**src/rtl/pmod_ad1_pkg.sv**
```systemverilog
// Shared definitions for the PMOD AD1 (dual AD7476A) SPI responder emulator.
// Holds the default frame geometry, the sample field offsets inside the
// {ch1, ch0} sample word, and the frame state encoding.
package pmod_ad1_pkg;

  localparam int DATA_BITS  = 12;
  localparam int LEAD_ZEROS = 3;
  localparam int FRAME_BITS = 16;

  // Offsets of each channel inside the packed sample word.
  localparam int CH0_LSB = 0;
  localparam int CH1_LSB = DATA_BITS;

  typedef enum logic [1:0] {
    ST_IDLE  = 2'd0,
    ST_SHIFT = 2'd1,
    ST_DONE  = 2'd2
  } state_t;

endpackage

```
**src/rtl/pmod_ad1_sync_edge_detect.sv**
```systemverilog
// Synchroniser plus edge detector for one asynchronous input pin.
// Ports:
//   clk_i  - system clock
//   rst_i  - asynchronous active-high reset; chain and history go to RESET_VAL
//   d      - asynchronous input pin
//   level  - synchronised level
//   rise   - one-cycle high when the synchronised level goes 0 -> 1
//   fall   - one-cycle high when the synchronised level goes 1 -> 0
module sync_edge_detect
  import pmod_ad1_pkg::*;
#(
  parameter int   STAGES    = 2,
  parameter logic RESET_VAL = 1'b1
) (
  input  logic clk_i,
  input  logic rst_i,
  input  logic d,
  output logic level,
  output logic rise,
  output logic fall
);

  logic [STAGES-1:0] sync_q;
  logic              prev_q;

  // The synchroniser shifts the pin in at bit 0; prev_q is one cycle behind
  // the last stage so that edges are a pure compare of two registers.
  always_ff @(posedge clk_i or posedge rst_i) begin
    if (rst_i) begin
      sync_q <= {STAGES{RESET_VAL}};
      prev_q <= RESET_VAL;
    end else begin
      sync_q <= {sync_q[STAGES-2:0], d};
      prev_q <= sync_q[STAGES-1];
    end
  end

  assign level = sync_q[STAGES-1];
  assign rise  = level & ~prev_q;
  assign fall  = ~level & prev_q;

endmodule

```
**src/rtl/pmod_ad1_responder.sv**
```systemverilog
// SPI responder emulating the two AD7476A converters of a PMOD AD1.
// Fabric pushes {ch1, ch0} samples through a valid/ready holding register;
// each chip-select frame shifts LEAD_ZEROS zeros, then DATA_BITS of data
// MSB first, then releases the line for the final slot.
// Ports:
//   clk_i, rst_i        - system clock (>= 4x SCLK), async active-high reset
//   sample_valid_i/_i   - sample handshake input, sample_i = {ch1, ch0}
//   sample_ready_o      - holding register empty
//   sclk_i, cs_n_i      - asynchronous SPI clock and chip select
//   sdata_o, sdata_oe_o - per-channel serial data and output enable
//   frame_done_o        - pulse on cs rise after a complete frame
//   abort_o             - pulse on cs rise before the frame completed
//   underrun_o          - pulse when a frame starts with no fresh sample
module pmod_ad1_responder #(
  parameter int SYNC_STAGES = 2,
  parameter int DATA_BITS   = pmod_ad1_pkg::DATA_BITS,
  parameter int LEAD_ZEROS  = pmod_ad1_pkg::LEAD_ZEROS,
  parameter int FRAME_BITS  = pmod_ad1_pkg::FRAME_BITS
) (
  input  logic                   clk_i,
  input  logic                   rst_i,
  input  logic                   sample_valid_i,
  output logic                   sample_ready_o,
  input  logic [2*DATA_BITS-1:0] sample_i,
  input  logic                   sclk_i,
  input  logic                   cs_n_i,
  output logic [1:0]             sdata_o,
  output logic [1:0]             sdata_oe_o,
  output logic                   frame_done_o,
  output logic                   abort_o,
  output logic                   underrun_o
);
  import pmod_ad1_pkg::*;

  localparam int CNT_W    = $clog2(FRAME_BITS);
  localparam int SETTLE_W = $clog2(SYNC_STAGES + 1);
  localparam logic [CNT_W-1:0] LAST_SHIFT = CNT_W'(FRAME_BITS - 2);

  logic cs_level, cs_rise, cs_fall;
  logic sclk_level, sclk_rise, sclk_fall;
  logic unused_sclk;

  sync_edge_detect #(.STAGES(SYNC_STAGES), .RESET_VAL(1'b1)) u_cs_sync (
    .clk_i (clk_i),
    .rst_i (rst_i),
    .d     (cs_n_i),
    .level (cs_level),
    .rise  (cs_rise),
    .fall  (cs_fall)
  );

  sync_edge_detect #(.STAGES(SYNC_STAGES), .RESET_VAL(1'b1)) u_sclk_sync (
    .clk_i (clk_i),
    .rst_i (rst_i),
    .d     (sclk_i),
    .level (sclk_level),
    .rise  (sclk_rise),
    .fall  (sclk_fall)
  );

  assign unused_sclk = &{1'b0, sclk_level, sclk_rise};

  state_t                 state_q, state_d;
  logic [CNT_W-1:0]       cnt_q, cnt_d;
  logic [2*DATA_BITS-1:0] frame_q, frame_d;
  logic [2*DATA_BITS-1:0] hold_q, hold_d;
  logic [2*DATA_BITS-1:0] last_q, last_d;
  logic                   hold_full_q, hold_full_d;
  logic                   armed_q;
  logic [SETTLE_W-1:0]    settle_q;
  logic                   settled;
  logic                   transfer;
  logic                   oe_d;
  logic [1:0]             sdata_d;
  logic                   done_d, abort_d, underrun_d;

  assign sample_ready_o = ~hold_full_q;
  assign transfer       = sample_valid_i && sample_ready_o;

  // The synchronisers come out of reset reading cs_n high, so a pin that is
  // already low shows up as a false fall. A frame may only start once the
  // chain has flushed and cs_n has genuinely been seen high.
  assign settled = (settle_q == SETTLE_W'(SYNC_STAGES));

  // Wire value of one channel in a given slot: zeros, then data MSB first.
  function automatic logic slot_bit(input logic [DATA_BITS-1:0] ch,
                                    input logic [CNT_W-1:0]     slot);
    int idx;
    logic [DATA_BITS-1:0] shifted;
    idx = DATA_BITS - 1 - (int'(slot) - LEAD_ZEROS);
    if (int'(slot) < LEAD_ZEROS || idx < 0) return 1'b0;
    shifted = ch >> idx;
    return shifted[0];
  endfunction

  always_comb begin
    state_d     = state_q;
    cnt_d       = cnt_q;
    frame_d     = frame_q;
    hold_d      = hold_q;
    hold_full_d = hold_full_q;
    last_d      = last_q;
    done_d      = 1'b0;
    abort_d     = 1'b0;
    underrun_d  = 1'b0;

    if (transfer) begin
      hold_d      = sample_i;
      hold_full_d = 1'b1;
    end

    case (state_q)
      ST_IDLE: begin
        if (cs_fall && armed_q) begin
          state_d = ST_SHIFT;
          cnt_d   = '0;
          if (hold_full_q) begin
            frame_d     = hold_q;
            last_d      = hold_q;
            hold_full_d = 1'b0;
          end else if (transfer) begin
            // Bypass: the sample goes straight to the wire, holding stays empty.
            frame_d     = sample_i;
            last_d      = sample_i;
            hold_full_d = 1'b0;
          end else begin
            frame_d    = last_q;
            underrun_d = 1'b1;
          end
        end
      end
      ST_SHIFT: begin
        // cs rise has priority over a coincident sclk fall.
        if (cs_rise) begin
          state_d = ST_IDLE;
          cnt_d   = '0;
          abort_d = 1'b1;
        end else if (sclk_fall) begin
          cnt_d = cnt_q + CNT_W'(1);
          if (cnt_q == LAST_SHIFT) state_d = ST_DONE;
        end
      end
      ST_DONE: begin
        if (cs_rise) begin
          state_d = ST_IDLE;
          cnt_d   = '0;
          done_d  = 1'b1;
        end
      end
      default: state_d = ST_IDLE;
    endcase

    oe_d    = (state_d == ST_SHIFT);
    sdata_d = 2'b00;
    if (oe_d) begin
      sdata_d = {slot_bit(frame_d[CH0_LSB + DATA_BITS +: DATA_BITS], cnt_d),
                 slot_bit(frame_d[CH0_LSB +: DATA_BITS], cnt_d)};
    end
  end

  always_ff @(posedge clk_i or posedge rst_i) begin
    if (rst_i) begin
      state_q      <= ST_IDLE;
      cnt_q        <= '0;
      frame_q      <= '0;
      hold_q       <= '0;
      hold_full_q  <= 1'b0;
      last_q       <= '0;
      armed_q      <= 1'b0;
      settle_q     <= '0;
      sdata_o      <= 2'b00;
      sdata_oe_o   <= 2'b00;
      frame_done_o <= 1'b0;
      abort_o      <= 1'b0;
      underrun_o   <= 1'b0;
    end else begin
      state_q      <= state_d;
      cnt_q        <= cnt_d;
      frame_q      <= frame_d;
      hold_q       <= hold_d;
      hold_full_q  <= hold_full_d;
      last_q       <= last_d;
      armed_q      <= armed_q | (settled & cs_level);
      if (!settled) settle_q <= settle_q + SETTLE_W'(1);
      sdata_o      <= sdata_d;
      sdata_oe_o   <= {2{oe_d}};
      frame_done_o <= done_d;
      abort_o      <= abort_d;
      underrun_o   <= underrun_d;
    end
  end

endmodule

```
**config.mk**
```make
export PLATFORM = sky130hd
export DESIGN_NAME = pmod_ad1_responder
export DESIGN_NICKNAME = d
export VERILOG_FILES = /design/src/rtl/pmod_ad1_pkg.sv /design/src/rtl/pmod_ad1_sync_edge_detect.sv /design/src/rtl/pmod_ad1_responder.sv
export SDC_FILE = /design/constraint.sdc
export NUM_CORES = 1
export LEC_CHECK = 0
export BUFFER_PORTS_ARGS = -buffer_cell sky130_fd_sc_hd__buf_2
export CAP_MARGIN = 20
export CORE_AREA = 2 2 103 105
export DETAILED_ROUTE_END_ITERATION = 7
export DIE_AREA = 0 0 105 107
export SKIP_CTS_REPAIR_TIMING = 1
export SYNTH_ARGS = -nofsm -noshare
export SYNTH_HDL_FRONTEND = slang
export SYNTH_SLANG_ARGS = --single-unit
```
**constraint.sdc**
```tcl
create_clock -name clk_i -period 6.15 [get_ports clk_i]
set_input_delay 0.3075 -clock clk_i [delete_from_list [all_inputs] [get_ports clk_i]]
set_output_delay 0.3075 -clock clk_i [all_outputs]
set_load 0.05 [all_outputs]
```
==> impl_results.md <==
* Min Tclk post-route at 3.801 ns
* Least-Margin Pin Slew at between 0.9 and 1 ns
* Placed instance count at ~550
* Crit share post-route at between 60% and 70%
* Slew headroom at a little under two fifths
* Die Ht at roughly 110 um
* RR Endpoint: sdata_o[1]$_DFF_PP0_
* Die W at roughly 110 um
* DR iter-0 viols at between 100 and 150
* WL/cell at ~16 um
* RePlAce Congestion at 0.8295
* Max VDD drop at approximately 0.14 mV
* Final Total Pwr at around 1.7 mW
* Post-synth EDFFs at 0
* Total Nets Final at 455
* Final setup viols at 0
* Mapped Area at ~4400 um^2
* Post-route insts no fill at 562
* Critical Path RT at between 6 and 7 ns
* Port bufs at 36
* Status: completed
* Post-synth top flop: dfrtp_1
* Synthesized net count at around 430
* Largest area contributor in the netlist: dfrtp_1
* Layout cells sized above 1 at 24.88%
* Top Ports at 37
* H-Tree Depth at 3
* Diode count at 0
* CP Max Fanout at 20
* Setup ws final at 2.349 ns
* Unrepaired setup endpoints after global routing: no
* Setup WS pre-CTS at between 2 and 2.5 ns
* Drt drc at 0
* FF-to-FF Start: u_cs_sync.prev_q$_DFF_PP1_
* Mux contribution to synthesized area at about 16%
* Fmax achieved at 263.1 MHz
* Critical Path End Type: register
* Main combinational cell family by area after synthesis: multiplexers
* Clock sink count at 94
* Die ar. at ~11000 um^2
* Synth top area share at between 40 and 50%
* First-pass GRT wire length at roughly 15000 um
* Dpl hpwl at ~6000 um
* CP Data Arrival Time at just over 4 ns
* Post-synthesis simple-gate area fraction at 12.82%
* PwrDens at approximately 350 nW/um^2
* Compound-Gate Fraction of Synth Area at a little over a tenth
* Asr flop ratio synth at 100.0%
* Largest net degree at the start of global routing at 54
* Clock Path Buffers at 2
* Antenna Violating Nets Remaining at 0
* GRT Residual Overflow at 0
* WHS at roughly 0.036 ns
* Max cap viols at 0
* Worst skew pair latency at ~0.36 ns
* Pins Over Slew Limit at 0
* Total core area at 10090 um^2
* Syn_area_per_cell at about 11 um^2
* Worst hold path type: primary input to asynchronous set/reset pin
* Initial antenna violation count at 0
* Top cells by area, synth: dfrtp_1 50%, mux2_2 7.4%, nand2_1 6.8%
* Synth cell count leaders: 88 x dfrtp_1, 80 x nand2_1, 29 x mux2_2
* Reg clk slew, reported paths at around 0.10 ns
* Crit Path Class: register to register
* Cells after synthesis at ~390
* Setup_tns at 0 ns
* Root buf cell: clkbuf_8
* Row count at 37
* Vias in the first global route at 2959
* Starting density of the core at a little over two fifths
* R2R depth at 11
* Clk_skew at between 0.01 and 0.015 ns
* CTS Buf Count at 9
* Critical Path Start Type: register
* XOR/XNOR Fraction of Synth Area at 0.7640%
* Lkg Pwr at ~2.3 nW
* Unique masters post-synth at 47
* WL final at 8853 um
* Flop-to-flop setup slack at approximately 2.3 ns
* Vias at 2935
* Post-synthesis sequential area ratio at a little over half
* TritonCTS clock tree: yes
* TritonRoute pass-1 iters at 4
* Via-to-Cell Ratio at between 5 and 6
* All-Layer GR Usage at roughly 17%
* Synth Warn # at 0
* Post-Synth Adder-Cell Area at under 10%
* #FFs+latches synth at 94
* Most common cell in the netlist: dfrtp_1
* Hold violation count in the final report at 0
* Area grow syn2layout at 10.16%
-- layer usage --
metal	global-route usage, %	vias up	share of wire (%)
li1	-	1414	-
met1	23.61	1441	50
met2	26.30	68	45
met3	2.249	12	3.1
met4	5.905	0	1.6
met5	0	-	0
-- area by class of cell --
type / count / area, um^2
timing repair buffer: 40 / 210.2
clock inverter: 5 / 33.78
multi-input combinational: 252 / 1854
fill: 987 / 5221
sequential: 94 / 2360
tap: 136 / 170.2
clock buffer: 11 / 151.4
inverter: 24 / 91.34
-- logic make-up after synthesis --
group | count (synthesis)
xor+xnor | 3
compound gates | 63
flops | 94
fa+ha+maj | 5
simple gates | 124
buf+inv | 45
mux | 57
-- registers in the layout, summed over array words and instances, names as in the netlist --
name,count
abort_o,1
armed_q,1
cnt_q,4
frame_done_o,1
frame_q,24
hold_full_q,1
hold_q,24
last_q,24
sdata_o,2
sdata_oe_o,1
settle_q,2
state_q,2
u_cs_sync.prev_q,1
u_cs_sync.sync_q,2
u_sclk_sync.prev_q,1
u_sclk_sync.sync_q,2
underrun_o,1
-- how the worst max path moves through the flow --
stage                             startpoint                   end  depth (start not counted)
6_report          u_cs_sync.prev_q$_DFF_PP1_  sdata_o[1]$_DFF_PP0_                         11
5_1_grt           u_cs_sync.prev_q$_DFF_PP1_  sdata_o[0]$_DFF_PP0_                         11
4_1_cts           u_cs_sync.prev_q$_DFF_PP1_  sdata_o[1]$_DFF_PP0_                         11
3_5_place_dp   u_cs_sync.sync_q[1]$_DFF_PP1_  sdata_o[1]$_DFF_PP0_                         10
3_3_place_gp      u_cs_sync.prev_q$_DFF_PP1_  sdata_o[0]$_DFF_PP0_                         11
2_1_floorplan  u_cs_sync.sync_q[1]$_DFF_PP1_  sdata_o[0]$_DFF_PP0_                         12
-- cell usage in the layout, fill, tap and decap left out, types with 3 or more instances in the layout --
master / Yosys / routed
dfrtp_1: 88 / 88
dfstp_2: 6 / 6
inv_1: 23 / 22
o2111ai_1: 17 / 17
mux2i_1: 11 / 11
nand2b_1: 17 / 17
nor2_1: 9 / 9
a21oi_1: 5 / 5
buf_4: 1 / 4
ha_1: 5 / 5
o211ai_1: 8 / 8
o21ai_1: 7 / 7
mux2_2: 29 / 29
mux4_1: 4 / 4
mux2_1: 9 / 9
o21ai_0: 14 / 14
clkinv_2: 0 / 3
nand2_1: 80 / 80
nor3_1: 3 / 3
buf_2: 12 / 36
clkbuf_8: 0 / 11
-- through the flow --
step | cell area [um^2] | util (%)
3_3_place_gp | 4686 | 46.43
5_1_grt | 4871 | 48.26
3_5_place_dp | 4686 | 46.43
6_report | 4871 | 48.26
2_1_floorplan | 4422 | -
4_1_cts | 4871 | 48.26
-- power by group --
group | switching (mW) | leakage, nW | total (mW) | internal [mW]
sequential | 0.0797 | 1.14 | 0.888 | 0.809
clock | 0.220 | 0.0913 | 0.388 | 0.169
combinational | 0.243 | 1.04 | 0.451 | 0.208
-- critical path, stage by stage, from the launching register on --
cell	delay [ns]
dfstp_2	0.55
and3b_1	0.78
a211oi_2	0.19
a21oi_1	0.22
o22ai_1	0.14
ha_1	0.26
xnor2_2	0.19
ha_1	0.46
mux4_1	0.60
mux2i_1	0.13
or2_1	0.11
a21oi_1	0.05
No activity file was read; power rests on OpenSTA's default activity.
